===== src/rtl/kp_pkg.sv =====
// Shared definitions for the keypad scan path: key codes, scan FSM states
// and the (row, column) to key-code mapping.
package kp_pkg;

    localparam logic [3:0] KEY_A    = 4'hA;
    localparam logic [3:0] KEY_B    = 4'hB;
    localparam logic [3:0] KEY_C    = 4'hC;
    localparam logic [3:0] KEY_D    = 4'hD;
    localparam logic [3:0] KEY_HASH = 4'hE;
    localparam logic [3:0] KEY_STAR = 4'hF;

    typedef enum logic [1:0] {
        S_SCAN,
        S_DEBOUNCE,
        S_HOLD,
        S_RELEASE
    } kp_state_e;

    function automatic logic [3:0] kp_encode(input logic [1:0] r, input logic [1:0] c);
        logic [3:0] code;
        case ({r, c})
            4'h0:    code = 4'h1;
            4'h1:    code = 4'h2;
            4'h2:    code = 4'h3;
            4'h3:    code = KEY_A;
            4'h4:    code = 4'h4;
            4'h5:    code = 4'h5;
            4'h6:    code = 4'h6;
            4'h7:    code = KEY_B;
            4'h8:    code = 4'h7;
            4'h9:    code = 4'h8;
            4'hA:    code = 4'h9;
            4'hB:    code = KEY_C;
            4'hC:    code = KEY_STAR;
            4'hD:    code = 4'h0;
            4'hE:    code = KEY_HASH;
            default: code = KEY_D;
        endcase
        return code;
    endfunction

endpackage


===== src/rtl/mod_barrido_teclado_if.sv =====
// Key delivery handshake between the keypad scanner (master) and the
// number-entry stage (slave).
interface mod_barrido_teclado_if;

    logic [3:0] KeyData;
    logic       KeyReady;
    logic       KeyRead;

    modport master (output KeyData, output KeyReady, input KeyRead);
    modport slave  (input KeyData, input KeyReady, output KeyRead);

endinterface


===== src/rtl/kp_row_sync.sv =====
// Two-flop synchronizer for the asynchronous, active-low keypad rows.
// Resets to "no row pulled low".
module kp_row_sync (
    input  logic       clk,
    input  logic       rst,
    input  logic [3:0] row_async,
    output logic [3:0] row_sync
);

    logic [3:0] meta_q;
    logic [3:0] sync_q;

    always_ff @(posedge clk or posedge rst) begin
        if (rst) begin
            meta_q <= 4'hF;
            sync_q <= 4'hF;
        end else begin
            meta_q <= row_async;
            sync_q <= meta_q;
        end
    end

    assign row_sync = sync_q;

endmodule


===== src/rtl/mod_barrido_teclado.sv =====
// 4x4 keypad scanner: drives one column at a time, debounces press and
// release, and hands one key code per physical press to the next stage.
module mod_barrido_teclado
    import kp_pkg::*;
#(
    parameter int SCAN_DIV        = 1000,
    parameter int DEBOUNCE_CYCLES = 20000
) (
    input  logic                         Clock,
    input  logic                         Reset,
    input  logic [3:0]                   Row_in,
    output logic [3:0]                   Col_out,
    output logic                         Key_down,
    mod_barrido_teclado_if.master        kbus
);

    localparam int DWELL_W = (SCAN_DIV > 1) ? $clog2(SCAN_DIV) : 1;
    localparam int DEB_W   = (DEBOUNCE_CYCLES > 1) ? $clog2(DEBOUNCE_CYCLES) : 1;
    localparam logic [DWELL_W-1:0] DWELL_LAST = DWELL_W'(SCAN_DIV - 1);
    localparam logic [DEB_W-1:0]   DEB_LAST   = DEB_W'(DEBOUNCE_CYCLES - 1);

    kp_state_e          state_q, state_d;
    logic [1:0]         col_q, col_d;
    logic [1:0]         row_sel_q, row_sel_d;
    logic [DWELL_W-1:0] dwell_q, dwell_d;
    logic [DEB_W-1:0]   deb_q, deb_d;
    logic [3:0]         key_data_q, key_data_d;
    logic               key_ready_q, key_ready_d;
    logic               key_down_q, key_down_d;
    logic [3:0]         col_out_q, col_out_d;

    logic [3:0] row;
    logic [1:0] low_row;
    logic       row_hit;

    kp_row_sync u_row_sync (
        .clk       (Clock),
        .rst       (Reset),
        .row_async (Row_in),
        .row_sync  (row)
    );

    // Lowest-indexed row pulled low wins when several keys share a column.
    always_comb begin
        low_row = 2'd0;
        for (int i = 3; i >= 0; i--) begin
            if (!row[i]) low_row = 2'(i);
        end
    end

    assign row_hit = !row[row_sel_q];

    always_comb begin
        state_d     = state_q;
        col_d       = col_q;
        row_sel_d   = row_sel_q;
        dwell_d     = dwell_q;
        deb_d       = deb_q;
        key_data_d  = key_data_q;
        key_ready_d = key_ready_q;
        case (state_q)
            S_SCAN: begin
                if (dwell_q == DWELL_LAST) begin
                    dwell_d = '0;
                    if (row != 4'hF) begin
                        row_sel_d = low_row;
                        deb_d     = '0;
                        state_d   = S_DEBOUNCE;
                    end else begin
                        col_d = col_q + 2'd1;
                    end
                end else begin
                    dwell_d = dwell_q + DWELL_W'(1);
                end
            end
            S_DEBOUNCE: begin
                if (!row_hit) begin
                    dwell_d = '0;
                    state_d = S_SCAN;
                end else if (deb_q == DEB_LAST) begin
                    key_data_d  = kp_encode(row_sel_q, col_q);
                    key_ready_d = 1'b1;
                    state_d     = S_HOLD;
                end else begin
                    deb_d = deb_q + DEB_W'(1);
                end
            end
            S_HOLD: begin
                if (kbus.KeyRead) begin
                    key_ready_d = 1'b0;
                    deb_d       = '0;
                    state_d     = S_RELEASE;
                end
            end
            S_RELEASE: begin
                if (row_hit) begin
                    deb_d = '0;
                end else if (deb_q == DEB_LAST) begin
                    col_d   = col_q + 2'd1;
                    dwell_d = '0;
                    state_d = S_SCAN;
                end else begin
                    deb_d = deb_q + DEB_W'(1);
                end
            end
            default: state_d = S_SCAN;
        endcase
        key_down_d = (state_d != S_SCAN);
        col_out_d  = ~(4'b0001 << col_d);
    end

    always_ff @(posedge Clock or posedge Reset) begin
        if (Reset) begin
            state_q     <= S_SCAN;
            col_q       <= 2'd0;
            row_sel_q   <= 2'd0;
            dwell_q     <= '0;
            deb_q       <= '0;
            key_data_q  <= 4'h0;
            key_ready_q <= 1'b0;
            key_down_q  <= 1'b0;
            col_out_q   <= 4'b1110;
        end else begin
            state_q     <= state_d;
            col_q       <= col_d;
            row_sel_q   <= row_sel_d;
            dwell_q     <= dwell_d;
            deb_q       <= deb_d;
            key_data_q  <= key_data_d;
            key_ready_q <= key_ready_d;
            key_down_q  <= key_down_d;
            col_out_q   <= col_out_d;
        end
    end

    assign Col_out       = col_out_q;
    assign Key_down      = key_down_q;
    assign kbus.KeyData  = key_data_q;
    assign kbus.KeyReady = key_ready_q;

endmodule

===== src/flat_wrapper.sv =====
// flat-port wrapper written by rule: the top's interface ports become plain ports
module mod_barrido_teclado_flat import kp_pkg::*;
#(
    parameter int SCAN_DIV        = 1000,
    parameter int DEBOUNCE_CYCLES = 20000
)
  (Clock, Reset, Row_in, Col_out, Key_down, kbus_KeyData, kbus_KeyReady, kbus_KeyRead);
  mod_barrido_teclado_if kbus_i ();
  input  logic Clock;
  input  logic Reset;
  input  logic [3:0] Row_in;
  output logic [3:0] Col_out;
  output logic Key_down;
  output wire logic [$bits(kbus_i.KeyData)-1:0] kbus_KeyData;
  output wire logic [$bits(kbus_i.KeyReady)-1:0] kbus_KeyReady;
  input wire logic [$bits(kbus_i.KeyRead)-1:0] kbus_KeyRead;
  assign kbus_KeyData = kbus_i.KeyData;
  assign kbus_KeyReady = kbus_i.KeyReady;
  assign kbus_i.KeyRead = kbus_KeyRead;
  mod_barrido_teclado #(.SCAN_DIV(SCAN_DIV), .DEBOUNCE_CYCLES(DEBOUNCE_CYCLES)) u_core (.Clock(Clock), .Reset(Reset), .Row_in(Row_in), .Col_out(Col_out), .Key_down(Key_down), .kbus(kbus_i));
endmodule

===== config.mk =====
export PLATFORM = sky130hd
export DESIGN_NAME = mod_barrido_teclado_flat
export DESIGN_NICKNAME = d
export VERILOG_FILES = /design/src/rtl/kp_pkg.sv /design/src/rtl/mod_barrido_teclado_if.sv /design/src/rtl/kp_row_sync.sv /design/src/rtl/mod_barrido_teclado.sv /design/src/flat_wrapper.sv
export SDC_FILE = /design/constraint.sdc
export NUM_CORES = 1
export LEC_CHECK = 0
export CAP_MARGIN = 20
export CORE_MARGIN = 1
export CORE_UTILIZATION = 35
export CTS_BUF_LIST = sky130_fd_sc_hd__clkbuf_4 sky130_fd_sc_hd__clkbuf_8 sky130_fd_sc_hd__clkbuf_16
export DETAILED_ROUTE_END_ITERATION = 6
export GPL_TIMING_DRIVEN = 0
export PLACE_DENSITY_LB_ADDON = 0.05
export SYNTH_ARGS = -nofsm -noshare
export SYNTH_HDL_FRONTEND = slang
export SYNTH_SLANG_ARGS = --single-unit

===== constraint.sdc =====
create_clock -name Clock -period 3.7 [get_ports Clock]
set_input_delay 0.555 -clock Clock [delete_from_list [all_inputs] [get_ports Clock]]
set_output_delay 0.555 -clock Clock [all_outputs]
set_load 0.02 [all_outputs]

==> out/results.tsv, run 1 <==
stage	metric	value	unit
global_route	first-pass GRT wire length	9.735	mm
cells_and_area	antenna fix cells	0	
pwr	P_leak	0.001191	µW
synthesis	Post-synth EDFFs	0	
cts	Clk Latency, worst-skew pair	0.31	ns
floorplanning	Chip Width	89.67	µm
setup_path	CP max stage cell	mux4_2	
sta	slew margin rel.	0.2724	
cts	clock tree buffer depth	2	
synthesis	simple-gate share of the synthesized area	0.2172	
pwr	power density over the cells	311.4	nW/µm²
cells_and_area	share of cells above drive strength 1	0.1075	
sta	Fin. Hold Viols	0	
sta	Fmax	358.7	MHz
routing	routed length per instance	14.33	µm
sta	setup violators final	0	
sta	fin. max-slew vios	0	
floorplanning	Row Count	31	
hold_path	min-delay worst type	flop to flop	
synthesis	Yosys cell types	53	
cts	CTS Root Cell	clkbuf_8	
routing	Via density	5.335	
setup_path	Setup crit start kind	flop	
setup_path	Critical Path Sink Type	flop	
setup_path	max incr delay on CP	0.56	ns
floorplanning	Starting Density	0.3670	
cts	Resize count post-CTS	0	
global_route	global route overflow	0	
cells_and_area	fillers	725	
setup_path	Req. time, crit path	3.86	ns
routing	WL final	5.819	mm
global_route	GR peak layer	met2	
routing	DRC Markers	0	
routing	Pre-Repair DR Iteration Count	4	
synthesis	area of the mapped netlist	2690	µm²
synthesis	Post-Synth XOR/XNOR Area	0	
synthesis	syn nets	300	
setup_path	R2R cell count	8	
place	DP HPWL	4.121	mm
setup_path	Cell Chain, Critical Path	buf_2 > mux4_2 > clkbuf_1 > a21oi_1 > clkbuf_1 > nor2_1 > o21ai_0 > o31ai_1	
cts	Clock transition at path regs	0.09	ns
routing	ANT nets after route	0	
outcome	outcome	finished, final reports clean	
sta	min Tclk post-route	2.788	ns
cts	cts bufs inserted	5	
sta	Setup Skew	0.01787	ns
sta	RSZ-0062 raised after global routing	false	
floorplanning	die area	8041	µm²
place	DP Area	2994	µm²
global_route	met2 Use GR	0.2335	
synthesis	cell count after synthesis	282	
routing	drt initial violations	104	
cts	hold_buf cts	0	
setup_path	Setup CP Type	flop to flop	
cells_and_area	Layout Cell Area excl Fill	3114	µm²
routing	Vias	2166	
setup_path	Worst EP arrival	2.95	ns
sta	Setup WS post-layout	0.9120	ns
setup_path	Most common cell on crit path	clkbuf_1	
floorplanning	IO Pins	17	
cts	Post CTS Setup Buffer Count	0	
run	maxcap violations	0	
synthesis	Synth Area per Inst	9.539	µm²
place	Port Buffers	16	
sta	Final period util	0.7535	
synthesis	asr flop ratio synth	1.000	
synthesis	synthesized flop and latch total	49	
global_route	GR Util All Layers	0.1586	
synthesis	register area share after synthesis	0.4609	
synthesis	prevailing post-synth register cell	dfrtp_1	
place	dpl ws	0.9088	ns
cells_and_area	nets	324	
cells_and_area	Area growth syn-to-layout	15.77	%
synthesis	adder-cell share of the synthesized area	0.05116	
synthesis	multiplexer share of the synthesized area	0.02372	
sta	Worst-Margin Slew	1.082	ns
place	Placer Congestion	0.7378	
global_route	largest net degree at the start of global routing	42	
cts	CTS tree	built	
pwr	Worst IR Drop VDD	0.1502	mV
pwr	Pwr Total	969.9	µW
global_route	met3 Usage GRT	0.03291	
global_route	initial antenna violation count	0	
global_route	vias in the first global route	1959	
synthesis	largest family of logic cells by synthesized area	simple AND/OR/NAND/NOR gates	
sta	Hold WS	0.3587	ns
synthesis	Yosys top cell by area	dfrtp_1	
floorplanning	Core ar.	7331	µm²
sta	TNS Setup	0	ns
synthesis	Synth Area in Compound Gates	0.2102	
synthesis	yosys warns	0	
hold_path	Hold Path Depth	0	
cts	H-tree depth	2	
global_route	M1 GR Usage	0.2309	
floorplanning	die height	89.67	µm
synthesis	share of the synthesized area in the top cell type	0.3535	
cts	Clock Sinks	49	
setup_path	crit path max fanout	10	
synthesis	ranking of synthesized cells by area	dfrtp_1 (35%), dfstp_2 (11%), o21ai_0 (6.3%), ha_1 (5.1%), nand2_1 (3.8%)	
## Yosys cell counts, types with 6 or more instances
cell       n
nor3_1     9
nand3_1   14
o21ai_0   34
a21oi_1   11
dfrtp_1   38
nand2b_1   6
o31ai_1   13
ha_1      11
dfstp_2   11
nand2_1   27
nand4_1    6
clkbuf_1  11
inv_1     11
a31oi_1    8
nor2_1    16
## registers in the layout, indices dropped and copies added, names as in the netlist, 4 cells and up
name and cells:
u_core.deb_q 15, u_core.u_row_sync.row_sync 4, u_core.kbus.KeyData 4, u_core.u_row_sync.meta_q 4, u_core.Col_out 4, u_core.dwell_q 10
## power by group
group	switching [µW]	total, µW	leakage [µW]	internal [µW]
logic	14.4	23.9	0.000575	9.58
clock network	172	400	0.0000619	228
registers	2.31	546	0.000554	543
total	189	970	0.00119	781
## cell type report
type	count	area, µm²	area share
flip-flops and latches	49	1240	0.3982
well taps	99	123.9	0.03978
multi-input cells	209	1351	0.4339
clock inverters	1	30.03	0.009642
repair buffers	17	180.2	0.05785
clock buffers	7	90.09	0.02893
plain buffers	13	57.56	0.01848
inverters	11	41.29	0.01326
## kinds of logic (layout without fill, tap and decap cells)
family,count (synthesis),in the layout
multiplexers,5,5
buffers and inverters,24,49
flip-flops,49,49
AO/OA/AOI/OAI,87,87
AND/OR/NAND/NOR,106,106
adder cells (fa/ha/maj),11,11
## path summary, 6_finish.rpt
| check | from | endpoint | slack, ns |
|---|---|---|---|
| max | u_core.row_sel_q[0] | u_core.deb_q[0] | 0.91 |
| min | u_core.u_row_sync.meta_q[2] | u_core.u_row_sync.row_sync[2] | 0.36 |
| max reg2reg | u_core.row_sel_q[0] | u_core.deb_q[0] | 0.91 |
| min reg2reg | u_core.u_row_sync.meta_q[2] | u_core.u_row_sync.row_sync[2] | 0.36 |
| max in group asynchronous | Reset | u_core.Col_out[2] | 2.68 |
| min in group asynchronous | Reset | u_core.deb_q[9] | 0.47 |
## critical path, delay by kind of cell (launching register included)
kind,cells,cell delay (ns)
compound gates,3,0.78
buf+inv,3,0.88
flops,1,0.32
mux,1,0.56
simple gates,1,0.10
## metrics by stage
stage | utilization | std cells
after detailed placement | 0.4084 | 398
final | 0.4248 | 406
after global routing | 0.4248 | 406
after CTS | 0.4248 | 406
after global placement | 0.4057 | 397
after floorplan | - | 282
## per-layer routing
layer | part of all wire | vias up
met4 | 0.012 | 0
met1 | 0.52 | 1011
met5 | 0 | -
met3 | 0.034 | 7
li1 | - | 1107
met2 | 0.43 | 41
## layout by cell type (no fill, tap or decap), types with 3 or more instances in the layout
| cell | instances |
|---|---|
| nor2_1 | 16 |
| a21oi_1 | 11 |
| clkdlybuf4s50_1 | 16 |
| nand2_1 | 27 |
| nand4_1 | 6 |
| o31ai_1 | 13 |
| dfrtp_1 | 38 |
| inv_1 | 10 |
| nor4_1 | 4 |
| nand2b_1 | 6 |
| ha_1 | 11 |
| mux2i_1 | 3 |
| clkbuf_1 | 11 |
| nand3_1 | 14 |
| nor3_1 | 9 |
| a31oi_1 | 8 |
| clkbuf_8 | 6 |
| nand3b_1 | 3 |
| dfstp_2 | 11 |
| nor2b_1 | 4 |
| o21ai_0 | 34 |
Power figures use the tool's default switching activity.
==> run 2, diff against run 1 <==
Clock period 3.7 ns to 2.4 ns, I/O delays scaled along.
==> out/results.tsv, run 2 (synthesized netlist as in run 1, its figures left out) <==
stage	metric	value	unit	change
global_route	vias in the first global route	2034		+3.8%
place	DP HPWL	4.121	mm	unchanged
sta	Final period util	1.002		+0.2487
setup_path	Setup crit start kind	flop		
global_route	largest net degree at the start of global routing	42		unchanged
global_route	global route overflow	0		unchanged
cts	cts bufs inserted	5		unchanged
cells_and_area	max reg flops	15		unchanged
cts	Clk Latency, worst-skew pair	0.30	ns	about the same
run	maxcap violations	0		unchanged
setup_path	R2R cell count	5		-3
pwr	power density over the cells	458.4	nW/µm²	+47%
routing	Via density	5.329		-0.12%
sta	Fmax	415.8	MHz	+16%
cells_and_area	fillers	718		-0.97%
sta	RSZ-0062 raised after global routing	true		
floorplanning	IO Pins	17		unchanged
setup_path	Req. time, crit path	2.63	ns	-1.23 ns
global_route	initial antenna violation count	0		unchanged
cts	Clock transition at path regs	0.09	ns	about the same
setup_path	Setup CP Type	flop to flop		
place	Post-Place Cells	398		unchanged
setup_path	Crit Reg-Reg Startpoint	u_core.dwell_q[9]		
global_route	GR Util All Layers	0.1631		+0.004476
cells_and_area	FF+latch area	1240	µm²	unchanged
sta	slew margin rel.	0.5347		+0.2623
routing	Vias	2206		+1.8%
setup_path	crit path max fanout	4		-6
sta	setup violators final	1		+1
cts	H-tree depth	2		unchanged
cells_and_area	Top Registers	u_core.deb_q x15, u_core.dwell_q x10		
cells_and_area	Multi-input gate area	1408	µm²	+4.2%
setup_path	critical path launch point	u_core.dwell_q[9]		
sta	min Tclk post-route	2.405	ns	-0.3828 ns
sta	Hold WS	0.2789	ns	-0.07973 ns
cts	Clock Sinks	49		unchanged
floorplanning	Starting Density	0.3670		unchanged
cells_and_area	Biggest register	u_core.deb_q		
setup_path	Critical Path Sink Type	flop		
cells_and_area	nets	332		+2.5%
cells_and_area	Area growth syn-to-layout	21.02	%	
routing	drt initial violations	100		-3.8%
place	Placer Congestion	0.7378		unchanged
pwr	Worst IR Drop VDD	0.2280	mV	+52%
routing	ANT nets after route	0		unchanged
sta	Fin. Hold Viols	0		unchanged
cts	CTS Root Cell	clkbuf_8		
routing	Pre-Repair DR Iteration Count	4		unchanged
cells_and_area	commonest non-fill, non-tap cell in the layout	dfrtp_1		
cells_and_area	commonest non-fill, non-tap cells in the layout	dfrtp_1 (38), o21ai_0 (33), nand2_1 (27)		
floorplanning	Core ar.	7331	µm²	unchanged
global_route	first-pass GRT wire length	10.03	mm	+3.1%
sta	Setup Skew	0.01245	ns	-0.005414 ns
routing	WL final	5.940	mm	+2.1%
cells_and_area	share of cells above drive strength 1	0.1810		+0.07346
hold_path	min-delay worst type	input pin to asynchronous set/reset pin		
pwr	P_leak	0.001255	µW	+5.4%
setup_path	r2r setup slk	-0.005	ns	-0.92 ns
sta	fin. max-slew vios	0		unchanged
cells_and_area	Finished Layout Cells	414		+2.0%
setup_path	reg2reg end	u_core.deb_q[8]		
floorplanning	die area	8041	µm²	unchanged
cts	clock tree buffer depth	2		unchanged
sta	Worst-Margin Slew	0.6938	ns	-0.3884 ns
routing	routed length per instance	14.35	µm	+0.11%
routing	DRC Markers	0		unchanged
floorplanning	die height	89.67	µm	unchanged
outcome	violated checks	negative setup slack		
setup_path	Worst EP arrival	2.63	ns	-0.32 ns
place	Port Buffers	16		unchanged
cells_and_area	antenna fix cells	0		unchanged
floorplanning	Row Count	31		unchanged
cts	CTS tree	built		
sta	Setup WS post-layout	-0.005280	ns	-0.9172 ns
outcome	outcome	complete, but fails checks		
setup_path	Worst Setup EP	u_core.deb_q[8]		
floorplanning	Chip Width	89.67	µm	unchanged
-- run 2: power by group --
part           leakage, µW  internal, µW  switching (µW)
Sequential        0.000554           838            3.57
Clock            0.0000619           351             261
Combinational     0.000639          15.4            23.2
-- run 2: layout make-up --
cell class	instances	area share
Clock inverter	1	0.009224
Multi-Input combinational cell	209	0.4324
Buffer	11	0.02075
Timing Repair Buffer	27	0.07840
Tap cell	99	0.03805
Sequential cell	49	0.3809
Inverter	11	0.01268
Clock buffer	7	0.02767
-- run 2: metrics by stage --
| stage | total power (µW) | worst slack, ns | setup TNS, ns | instance area (µm²) | utilization |
|---|---|---|---|---|---|
| final | 1492 | -0.005280 | -0.005280 | 3256 | 0.4441 |
| after detailed placement | 896.5 | -0.3912 | -5.698 | 2994 | 0.4084 |
| after floorplan | 873.6 | 0.04717 | 0 | 2690 | - |
| after global routing | 1560 | -0.1018 | -0.4594 | 3256 | 0.4441 |
| after global placement | 891.5 | -0.3689 | -12.64 | 2974 | 0.4057 |
| after CTS | 1525 | -0.003356 | -0.003356 | 3217 | 0.4388 |
-- run 2: worst min path at each step --
stage               slack (ns)                   startpoint                       endpoint
floorplan                 0.35  u_core.u_row_sync.meta_q[0]  u_core.u_row_sync.row_sync[0]
global placement          0.35  u_core.u_row_sync.meta_q[0]  u_core.u_row_sync.row_sync[0]
detailed placement        0.35  u_core.u_row_sync.meta_q[0]  u_core.u_row_sync.row_sync[0]
CTS                       0.28                        Reset                u_core.deb_q[9]
global route              0.28                        Reset                u_core.deb_q[9]
finish                    0.28                        Reset                u_core.deb_q[9]
-- run 2: what timing repair did --
action                                  CTS  global route
buffers inserted                          8             2
gates resized for setup                  15             8
hold buffers                              0             0
pin swaps                                 4             0
endpoints found under the setup margin   30            19
-- run 2: critical path, cell delays in order, from the launching register on --
cell,delay [ns]
dfrtp_1,0.40
or3b_4,0.43
or4b_4,0.51
a221o_2,0.40
or4_1,0.50
o211ai_1,0.09
-- run 2: layer usage --
| metal | vias to the layer above | global-route usage | wire (µm) |
|---|---|---|---|
| met5 | - | 0 | 0 |
| met1 | 1036 | 0.2355 | 3056 |
| met4 | 0 | 0.05195 | 65 |
| li1 | 1123 | - | - |
| met3 | 7 | 0.03199 | 181 |
| met2 | 40 | 0.2452 | 2636 |
==> run 3, diff against run 2 <==
Settings changed: SYNTH_HIERARCHICAL set to 1.
==> out/results.tsv, run 3 <==
stage	metric	value	unit	change
outcome	outcome	finished, final reports clean		
pwr	clock group share of total power	0.284		-0.126
pwr	Seq pwr share	0.540		-0.024
place	DP HPWL	4.074	mm	-1.2%
cells_and_area	nets	335		+0.90%
sta	Worst-Margin Slew	0.4942	ns	-0.1996 ns
synthesis	register area share after synthesis	0.4577		-0.003194
global_route	vias in the first global route	2099		+3.2%
sta	Fin. Hold Viols	0		unchanged
setup_path	Setup CP Type	flop to flop		
synthesis	Post-synth EDFFs	0		unchanged
floorplanning	Chip Width	89.98	µm	+0.34%
global_route	initial antenna violation count	0		unchanged
place	Placer Congestion	0.7542		+2.2%
cells_and_area	final design utilization	0.4494		+0.005303
synthesis	Yosys top cell by area	dfrtp_1		
global_route	M1 GR Usage	0.2074		-0.02811
setup_path	Setup crit start kind	flop		
sta	setup violators final	0		-1
cells_and_area	commonest non-fill, non-tap cell in the layout	dfrtp_1		
floorplanning	Row Count	31		unchanged
sta	Setup Skew	0.006868	ns	-0.005587 ns
global_route	GR peak layer	met2		
setup_path	Worst EP arrival	2.58	ns	-0.05 ns
cells_and_area	Biggest register	u_core/deb_q		
pwr	P_int	1280	µW	+6.3%
synthesis	ranking of synthesized cells by area	dfrtp_1 (35%), dfstp_2 (11%), ha_1 (6.0%), a21oi_1 (3.7%), mux2i_1 (3.7%)		
routing	ANT nets after route	0		unchanged
sta	Fmax	430.7	MHz	+3.6%
cts	CTS tree	built		
floorplanning	Core ar.	7370	µm²	+0.53%
sta	min Tclk post-route	2.322	ns	-0.08342 ns
setup_path	Crit Reg-Reg Startpoint	u_core/row_sel_q[0]		
sta	Final period util	0.9674		-0.03476
synthesis	asr flop ratio synth	1.000		unchanged
floorplanning	Starting Density	0.3676		+0.0006153
pwr	P_leak	0.001424	µW	+13%
sta	slew margin rel.	0.6693		+0.1346
pwr	power density over the cells	562.5	nW/µm²	+23%
synthesis	Yosys cell types	53		unchanged
global_route	met2 Use GR	0.2532		+0.008026
cells_and_area	max reg flops	15		unchanged
synthesis	share of the synthesized area in the top cell type	0.3510		-0.002449
global_route	GR Util All Layers	0.1548		-0.008274
cts	H-tree depth	2		unchanged
global_route	first-pass GRT wire length	10.05	mm	+0.21%
cells_and_area	commonest non-fill, non-tap cells in the layout	dfrtp_1 (38), nand2_1 (25), buf_4 (22)		
place	DP Area	3018	µm²	+0.79%
cells_and_area	antenna fix cells	0		unchanged
synthesis	Synth Area per Inst	10.07	µm²	+5.6%
pwr	switching share of power	0.3128		+0.1197
cells_and_area	Top Registers	u_core/deb_q x15, u_core/dwell_q x10		
synthesis	synthesized flop and latch total	49		unchanged
routing	Pre-Repair DR Iteration Count	4		unchanged
cells_and_area	Layout Cell Area excl Fill	3312	µm²	+1.7%
synthesis	top cells by count, synth	dfrtp_1 (38), nand2_1 (25), a21oi_1 (20), nor2_1 (19), ha_1 (13)		
cts	Clk Latency, worst-skew pair	0.32	ns	+0.02 ns
routing	DRC Markers	0		unchanged
synthesis	area of the mapped netlist	2709	µm²	+0.70%
global_route	global route overflow	0		unchanged
synthesis	prevailing post-synth register cell	dfrtp_1		
routing	routed length per instance	14.35	µm	about the same
cts	Clock Sinks	49		unchanged
cts	Clock transition at path regs	0.10	ns	about the same
routing	Vias	2164		-1.9%
global_route	met3 Usage GRT	0.02538		-0.006612
synthesis	syn nets	289		-3.7%
setup_path	r2r setup slk	0.08	ns	+0.08 ns
cells_and_area	share of cells above drive strength 1	0.2057		+0.02474
routing	drt initial violations	62		-38%
cts	clock tree buffer depth	2		unchanged
setup_path	reg2reg end	u_core/deb_q[11]		
cells_and_area	fillers	735		+2.4%
setup_path	Critical Path Sink Type	flop		
floorplanning	die height	89.98	µm	+0.34%
cells_and_area	Area growth syn-to-layout	22.26	%	
sta	fin. max-slew vios	0		unchanged
synthesis	cell count after synthesis	269		-4.6%
synthesis	top-count cell post-synth	dfrtp_1		
hold_path	min-delay worst type	input pin to asynchronous set/reset pin		
cts	CTS Root Cell	clkbuf_8		
setup_path	crit path max fanout	5		+1
floorplanning	IO Pins	17		unchanged
pwr	P_sw	582.8	µW	+100%
floorplanning	die area	8096	µm²	+0.68%
setup_path	Req. time, crit path	2.66	ns	+0.03 ns
cts	cts bufs inserted	5		unchanged
routing	Via density	5.214		-2.1%
setup_path	R2R cell count	8		+3
place	Port Buffers	16		unchanged
pwr	Comb pwr share	0.176		+0.150
synthesis	yosys warns	6		+6
run	maxcap violations	0		unchanged
pwr	Worst IR Drop VDD	0.3384	mV	+48%
routing	WL final	5.957	mm	+0.29%
global_route	largest net degree at the start of global routing	30		-29%
cts	hold_buf cts	0		unchanged
==> run 3: cell count changes in the layout (fill, tap and decap cells not counted), sizes merged, moves of 4 or more <==
cell,change
nand3,-4
a21oi,+9
nor3,-8
clkbuf,-10
a31oi,-4
mux2i,+7
buf,+17
xor2,+4
o31ai,-4
o21ai,-22
==> run 3: power groups by stage <==
| stage | Clock [µW] | Sequential (µW) | Combinational (µW) |
|---|---|---|---|
| final | 529 | 1010 | 328 |
| after global routing | 579 | 1020 | 376 |
| after CTS | 551 | 1000 | 320 |
| after detailed placement | 0 | 1020 | 313 |
| after global placement | 0 | 1020 | 304 |
| after floorplan | 0 | 998 | 242 |
==> run 3: timing repair <==
item	CTS	global route
gates cloned	0	0
resized for setup	2	7
setup buffers	3	20
pin swaps	1	5
endpoints found under the setup margin	15	22
==> run 3: worst max-delay path by stage <==
stage / startpoint / end / cells past startpoint
global placement: u_core/dwell_q[0] / u_core/dwell_q[2] / 6
CTS: u_core/row_sel_q[0] / u_core/deb_q[8] / 7
finish: u_core/row_sel_q[0] / u_core/deb_q[11] / 8
global route: u_core/deb_q[0] / u_core/Col_out[0] / 6
detailed placement: u_core/dwell_q[0] / u_core/deb_q[8] / 6
floorplan: u_core/row_sel_q[0] / u_core/deb_q[11] / 7
==> run 3: critical path: stages, from the launching register on <==
cell and delay (ns):
dfrtp_1 0.37, buf_6 0.11, mux4_2 0.50, buf_6 0.15, a21boi_4 0.20, buf_6 0.14, nand4_4 0.11, or4_4 0.54
a21oi_2 0.14
==> run 3: kinds of logic after synthesis <==
family                   synth area share
AO/OA/AOI/OAI                      0.1718
XOR/XNOR                          0.01293
adder cells (fa/ha/maj)           0.06005
buffers and inverters             0.03141
flip-flops                         0.4577
multiplexers                      0.04527
AND/OR/NAND/NOR                    0.2208
==> run 3: layout make-up <==
cell class	count	area, µm²	area share
multi-input cells	202	1416	0.4277
flip-flops and latches	49	1240	0.3744
repair buffers	41	361.6	0.1092
well taps	99	123.9	0.03740
clock buffers	5	68.82	0.02078
plain buffers	6	40.04	0.01209
inverters	10	37.54	0.01133
clock inverters	3	23.77	0.007178
==> run 3: through the flow <==
stage | TNS, ns | instances | power [µW] | worst slack, ns | hold WS [ns]
6_report | 0 | 415 | 1863 | 0.07814 | 0.3281
5_1_grt | -0.008666 | 415 | 1978 | -0.008666 | 0.3528
4_1_cts | -0.1163 | 396 | 1875 | -0.05239 | 0.3350
3_5_place_dp | -1.679 | 386 | 1332 | -0.2530 | 0.3469
3_3_place_gp | -3.682 | 384 | 1323 | -0.3011 | 0.3458
2_1_floorplan | 0 | 269 | 1240 | 0.1975 | 0.3452
==> run 3: metal layers <==
metal,up-vias,wire [µm]
li1,1090,-
met1,1045,2876
met2,21,2884
met3,8,112
met4,0,84
met5,-,0
